==> src/rtl/act_lut_arbiter.sv <==
// Arbiter sharing one activation LUT between the reg_holder path (requester 0)
// and the GSRAM path (requester 1). Round-robin grant with optional burst lock;
// the LUT read pipeline is tracked so each result returns to its issuer with its tag.
module act_lut_arbiter #(
  parameter int unsigned AW      = 8,
  parameter int unsigned DW      = 16,
  parameter int unsigned TW      = 4,
  parameter int unsigned LUT_LAT = 1
) (
  input  logic          clk,
  input  logic          reset,
  input  logic          req0,
  input  logic          req1,
  input  logic [AW-1:0] addr0,
  input  logic [AW-1:0] addr1,
  input  logic [TW-1:0] tag0,
  input  logic [TW-1:0] tag1,
  input  logic          lock0,
  input  logic          lock1,
  output logic          gnt0,
  output logic          gnt1,
  output logic          lut_en,
  output logic [AW-1:0] lut_addr,
  output logic          LUT_mux,
  input  logic [DW-1:0] lut_dout,
  output logic          rsp_valid0,
  output logic          rsp_valid1,
  output logic [DW-1:0] rsp_data,
  output logic [TW-1:0] rsp_tag,
  output logic [1:0]    inflight,
  input  logic          stat_clr,
  output logic [15:0]   gcnt0,
  output logic [15:0]   gcnt1
);

  if (LUT_LAT < 1 || LUT_LAT > 3) begin : g_bad_lat
    $error("act_lut_arbiter: LUT_LAT must be 1..3");
  end

  // Marks the output stage, whose entry retires this cycle and is no longer in flight.
  localparam logic [LUT_LAT-1:0] LastStage = LUT_LAT'(1) << (LUT_LAT - 1);

  logic                      rr_q;        // 0: requester 0 has priority
  logic                      lock_vld_q;
  logic                      lock_id_q;
  logic                      xfer;
  logic                      xfer_src;
  logic                      xfer_lock;
  logic [TW-1:0]             xfer_tag;
  logic [LUT_LAT-1:0]        vld_d,  vld_q;
  logic [LUT_LAT-1:0]        src_d,  src_q;
  logic [LUT_LAT-1:0][TW-1:0] tag_d, tag_q;
  logic                      rsp_vld;
  logic [15:0]               gcnt0_q, gcnt1_q;

  // Grant selection: lock owner first, then a lone requester, then round-robin.
  always_comb begin
    gnt0 = 1'b0;
    gnt1 = 1'b0;
    if (lock_vld_q && !lock_id_q && req0) begin
      gnt0 = 1'b1;
    end else if (lock_vld_q && lock_id_q && req1) begin
      gnt1 = 1'b1;
    end else if (req0 && !req1) begin
      gnt0 = 1'b1;
    end else if (req1 && !req0) begin
      gnt1 = 1'b1;
    end else if (req0 && req1) begin
      gnt0 = ~rr_q;
      gnt1 = rr_q;
    end
  end

  // LUT-side mux of the granted request; idle drives zeros.
  always_comb begin
    xfer      = gnt0 | gnt1;
    xfer_src  = gnt1;
    lut_en    = xfer;
    LUT_mux   = gnt1;
    lut_addr  = '0;
    xfer_tag  = '0;
    xfer_lock = 1'b0;
    if (gnt1) begin
      lut_addr  = addr1;
      xfer_tag  = tag1;
      xfer_lock = lock1;
    end else if (gnt0) begin
      lut_addr  = addr0;
      xfer_tag  = tag0;
      xfer_lock = lock0;
    end
  end

  // Round-robin pointer and lock owner; lock drops on any cycle without a transfer
  // because an owner still requesting would have been granted.
  always_ff @(posedge clk) begin
    if (reset) begin
      rr_q       <= 1'b0;
      lock_vld_q <= 1'b0;
      lock_id_q  <= 1'b0;
    end else if (xfer) begin
      rr_q       <= ~xfer_src;
      lock_vld_q <= xfer_lock;
      lock_id_q  <= xfer_src;
    end else begin
      lock_vld_q <= 1'b0;
    end
  end

  // Response pipeline next state: stage 0 takes the new transfer, others shift.
  assign vld_d[0] = xfer;
  assign src_d[0] = xfer_src;
  assign tag_d[0] = xfer_tag;
  for (genvar g = 1; g < LUT_LAT; g++) begin : g_shift
    assign vld_d[g] = vld_q[g-1];
    assign src_d[g] = src_q[g-1];
    assign tag_d[g] = tag_q[g-1];
  end

  // Response pipeline registers; reset discards anything in flight.
  always_ff @(posedge clk) begin
    if (reset) begin
      vld_q <= '0;
      src_q <= '0;
      tag_q <= '0;
    end else begin
      vld_q <= vld_d;
      src_q <= src_d;
      tag_q <= tag_d;
    end
  end

  // The last stage lines up with the LUT output cycle, so lut_dout is forwarded there.
  always_comb begin
    rsp_vld    = vld_q[LUT_LAT-1];
    rsp_valid0 = rsp_vld & ~src_q[LUT_LAT-1];
    rsp_valid1 = rsp_vld &  src_q[LUT_LAT-1];
    rsp_data   = rsp_vld ? lut_dout : '0;
    rsp_tag    = rsp_vld ? tag_q[LUT_LAT-1] : '0;
  end

  assign inflight = 2'($countones(vld_q & ~LastStage)) + 2'(xfer);

  // Saturating grant counters; clear wins over a same-cycle increment.
  always_ff @(posedge clk) begin
    if (reset || stat_clr) begin
      gcnt0_q <= '0;
      gcnt1_q <= '0;
    end else begin
      if (gnt0 && gcnt0_q != 16'hFFFF) gcnt0_q <= gcnt0_q + 16'd1;
      if (gnt1 && gcnt1_q != 16'hFFFF) gcnt1_q <= gcnt1_q + 16'd1;
    end
  end

  assign gcnt0 = gcnt0_q;
  assign gcnt1 = gcnt1_q;

endmodule

==> config.mk <==
export PLATFORM = sky130hd
export DESIGN_NAME = act_lut_arbiter
export DESIGN_NICKNAME = d
export VERILOG_FILES = /design/src/rtl/act_lut_arbiter.sv
export SDC_FILE = /design/constraint.sdc
export NUM_CORES = 1
export LEC_CHECK = 0
export CAP_MARGIN = 20
export CORE_MARGIN = 8
export CORE_UTILIZATION = 42
export CTS_CLUSTER_DIAMETER = 60
export DETAILED_ROUTE_END_ITERATION = 8
export GPL_ROUTABILITY_DRIVEN = 0
export HOLD_SLACK_MARGIN = 0.12
export PLACE_DENSITY = 0.95
export SYNTH_ARGS = -nofsm -noshare
export SYNTH_HDL_FRONTEND = slang
export SYNTH_SLANG_ARGS = --single-unit
==> constraint.sdc <==
create_clock -name clk -period 3.1 [get_ports clk]
set_clock_uncertainty 0.2 [all_clocks]
set_input_delay 0.31 -clock clk [delete_from_list [all_inputs] [get_ports clk]]
set_output_delay 0.31 -clock clk [all_outputs]
set_load 0.01 [all_outputs]
# Word level (Yosys, flattened, before mapping)
# Index checks and enable logic that the tools add are counted.
# totals
inputBits	47
ff_bits	41
elab_cells	51
output_inout_bits	68
# classes
bitwise	7
mux	18
n_reduce_logical	14
eq_ne	2
add_sub_neg	2
# op_table
op	count
$add A16 B1 Y16 const B	2
$ne A16 B16 Y1 const B	2
$mux W16	1
$mux W8	2
$mux W1	12
$mux W4	3
$logic_and A1 B1 Y1	9
$not A1 Y1	4
$logic_not A1 Y1	3
$and A1 B1 Y1	2
$reduce_or A2 Y1	1
$logic_or A1 B1 Y1	1
$or A1 B1 Y1	1

# Depth between registers and ports, before layout
# logic_depth
depth_word	9
mapped_depth	7
mapped_depth_nobuf	6

# Worst setup path after synthesis
# OpenSTA, ideal clock, no wires.
# synth_path
path_type	reg2reg
from	register gcnt1_q[0] (netlist: gcnt1[0])
to	register gcnt1_q[2] (netlist: gcnt1[2])
required_ns	2.809
t_arrival_ns	1.873
setup_ns	0.091
stages_incl_launch_ff	6
synth_period_minus_slack_ns	2.164
slack_ns	0.936
path_buffers	0
path_cell_list	dfxtp_1 -> ha_1 -> nand3_1 -> nor4_2 -> a21oi_1 -> a311oi_1
# synth_via
elab_chain_cells	2
word_cells_on_any_way	3
classes_between	add/sub: 1; eq/ne: 1; reduce/logical: 1
# synth_rtl
element	line_no	text
start, declared	54	logic [15:0] gcnt0_q, gcnt1_q;
start signal, assigned	151	if (gnt1 && gcnt1_q != 16'hFFFF) gcnt1_q <= gcnt1_q + 16'd1;
parallel branches: the longest is 2 deep, another holds $add A16 B1 Y16	n/a	
# Several ways; the timed one is not identified.
# A chain may end at the register's enable or synchronous reset.

# Worst setup path in the final report
# layout_path
from	register lock_vld_q
to	output port lut_addr[5]
# layout_via
elab_chain_cells	6
word_cells_on_any_way	10
classes_between	mux: 6; reduce/logical: 4
# layout_rtl
element	line_no	text
start, declared	44	logic lock_vld_q;
start signal, assigned	103	lock_vld_q <= xfer_lock;
$logic_and A1 B1 Y1 (2 in series)	62	end else if (lock_vld_q && lock_id_q && req1) begin
$mux W1	62	
$mux W1	60	if (lock_vld_q && !lock_id_q && req0) begin
$mux W8	87	end else if (gnt0) begin
$mux W8 (*)	83	if (gnt1) begin
end, declared	23	output logic [AW-1:0] lut_addr,
# Mark *: on every way between the ends. The rest lies on a longest branch, timed or not.

==> results summary <==
Setup repair after global routing left no endpoint under its margin. In this run the cell area of the synthesized design comes to 2160 µm². The share of the core filled with cells in the final layout came out at 67.8%.

The peak per-stage delay on the critical path is 0.49 ns. The largest individual stage delay along the critical path comes from the cell sky130_fd_sc_hd__clkdlybuf4s50_1. The measured slew at the worst slew-check pin came out at 0.598 ns. The total detailed-routing wirelength came out at 7.11 mm.

The footprint of the flip-flops and latches is 821 µm². The number of placed cells counting well taps is 434. The count of hold-fix buffers inserted at cts came out at 0. The cell sitting at the root of the clock tree is a sky130_fd_sc_hd__clkbuf_8. The number of nets in the final layout is 420. The post-place instance area is 3330 µm².

The clock insertion delay at the later pin of the skew report is 0.28 ns. The worst setup path is captured at an output pin. Entering global routing, the biggest net connects 31 pins. The signal on the critical path passes through mux2_2 > o21ai_0 > inv_1 > a22o_1 > clkdlybuf4s50_1. Power comes to 1.08 mW. Counting every instance in the synthesized netlist gives 262.

The maximum fanout count along the critical path came out at 17. The via count of the first global-routing pass is 2177. The unique cell type count in the Yosys netlist is 47. The first global-routing pass estimated 10.6 mm of wire. The leakage power summed over all cells is 1.17 nW. The count of placed standard cells in the final layout, fillers left out came out at 442.

The post-layout instance area is 3420 µm². The area of the multi-input gates is 1230 µm². The number of antenna violations at the first check in global routing is 0. The number of flops mapped to enable cells by yosys came out at 0.

Across the VDD grid, the largest voltage drop is 220 µV. The maximum clock insertion buffer count came out at 2. TritonCTS built the clock tree. Clock-pin slew was measured on the worst setup and hold paths at 0.08 ns.

Once routing completed, OpenROAD measured the worst setup slack at 0.249 ns. The setup slack at placement is 0.371 ns. The number of gates resized after CTS is 0. The worst setup path is launched from a flop. The count of final hold-check violations came out at 0. The flow ran to the end, and the final reports show no timing, DRC or antenna violations. The proportion of layout cells with a drive suffix above 1 came out at 5.65%.

The async set-or-reset flop fraction in the synthesized netlist came out at 0%. In the layout the commonest cells are sky130_fd_sc_hd__clkdlybuf4s50_1 (113), sky130_fd_sc_hd__dfxtp_1 (41), sky130_fd_sc_hd__nor2_1 (31). The count of nets left with antenna violations once routing finished came out at 0. The aggregate global-route resource usage came out at 17.4%. The site row count is 26.

The number of clock sinks seen by CTS came out at 41. The path class of the tightest hold or removal check is reg -> reg. Hold timing on the final database bottoms out at a slack of 0.282 ns. The synthesis-to-finish area growth came out at 58.0%.

0 antenna diodes ended up in the layout. The critical path data required time came out at 2.59 ns. The DRC violation count after routing is 0. Of the available clock period, the critical path in the final layout requires 92.0%.

The number of detailed-routing iterations run before antenna repair came out at 4. The leading register cell type out of synthesis is sky130_fd_sc_hd__dfxtp_1. Pin placement for this block handled 115 I/O pins. Using the TritonRoute via totals, the vias-per-cell ratio works out to 5.29.

Of the synthesized area, sequential elements account for 38.0%. In this run, CTS created clock tree buffers numbering 5. The area of the core came out at 5040 µm². The minimum period implied by the final worst setup slack came out at 2.85 ns. The wire length per cell after detailed routing came out at 16.1 µm.

Data arrives at the worst endpoint at 2.34 ns. The library cell used most frequently in the layout, excluding fill and tap cells, is sky130_fd_sc_hd__clkdlybuf4s50_1. The worst slew slack as a fraction of its limit came out at 59.9%. The max-capacitance violation count came out at 0. The iteration-0 DRC count of the detailed router came out at 142. The final setup violation count came out at 0. The maximum level of the CTS H-tree is 2. The total nets after synthesis is 311. In this run the post-CTS setup repair buffer count came out at 0. The setup path with the least slack is of type reg -> out. The total overflow reported by the global router came out at 0. The floorplan die width is 87.8 µm.

The final-layout fill cell count is 400. The power per standard cell area is 315 nW/µm². Detailed placement ended at an HPWL of 5.68 mm. In this run the mean area of a mapped cell was 8.25 µm². After routing, the total negative slack on setup checks comes to 0 ns.

Once the floorplan was initialized, standard cells occupied 42.9% of the core. For this run, the top clock speed supported by timing is 351 MHz. The flip-flop and latch count after synthesis is 41. The routed layout has 2336 vias. The die area is 7700 µm².

Input and output buffers added on the ports amount to 113. The count of yosys warnings during synthesis came out at 0. The height of the die is 87.8 µm. The count of pins over their slew limit is 0.
-- metal layers --
layer	vias to the layer above	wire, µm	GRT usage, %
li1	1137	-	-
met1	1065	3000	20.5
met2	125	3360	30.4
met3	9	652	4.32
met4	0	93	4.69
met5	-	0	0
-- state kept, by name (all words and copies together), names as in the netlist --
signal / cells
gcnt0: 16
tag_q: 4
gcnt1: 16
rsp_vld: 1
rr_q: 1
lock_id_q: 1
src_q: 1
lock_vld_q: 1
-- synth_stat cells (all sizes together) (4+ instances only) --
cell | instances | share of area, %
dfxtp | 41 | 38
and2 | 22 | 6.4
buf | 5 | 1.8
xor2 | 7 | 2.8
a21oi | 12 | 3.0
nor3 | 8 | 2.1
o21ai | 4 | 0.93
nor2 | 31 | 5.4
and4 | 4 | 1.7
nor4 | 6 | 2.0
clkbuf | 10 | 1.7
and3 | 5 | 1.4
a211oi | 7 | 2.4
xnor2 | 14 | 5.7
nand2 | 18 | 3.1
a22o | 8 | 3.2
inv | 8 | 1.4
nand3 | 17 | 3.9
nand4 | 9 | 2.9
-- final cells by class --
cell class	instances	share of cell area (%)
repair buffers	117	34.0
well taps	70	2.56
flip-flops and latches	41	24.0
clock inverters	2	0.293
clock buffers	6	2.12
inverters	8	0.879
multi-input cells	198	36.1
-- worst max-delay path, delay by kind of cell, from the launching register on --
family,cells,cell delay (ns)
compound gates,2,0.54
flops,1,0.36
mux,1,0.39
buf+inv,2,0.78
-- path summary, 6_finish.rpt --
| check | from | end | slack (ns) | depth (start not counted) |
|---|---|---|---|---|
| min | lock_id_q | lock_id_q | 0.28 | 2 |
| max reg2reg | gcnt1[0] | gcnt1[14] | 0.82 | 6 |
| min reg2reg | lock_id_q | lock_id_q | 0.28 | 2 |
| max | lock_vld_q | lut_addr[5] | 0.25 | 5 |
-- where the power goes --
| group | switching [mW] | total [mW] | internal, mW | leakage [nW] |
|---|---|---|---|---|
| logic | 0.0793 | 0.204 | 0.125 | 0.789 |
| registers | 0.00849 | 0.544 | 0.535 | 0.332 |
| clock network | 0.173 | 0.329 | 0.156 | 0.0450 |
-- cells by family after synthesis --
kind of cell	after synthesis	share of synthesized area [%]
flip-flops	41	38.0
buffers and inverters	23	4.92
multiplexers	4	1.91
AND/OR/NAND/NOR	130	32.5
adder cells (fa/ha/maj)	2	1.16
AO/OA/AOI/OAI	40	12.9
other	1	0.173
XOR/XNOR	21	8.51
Note: power is estimated with default switching activity, not from simulation.
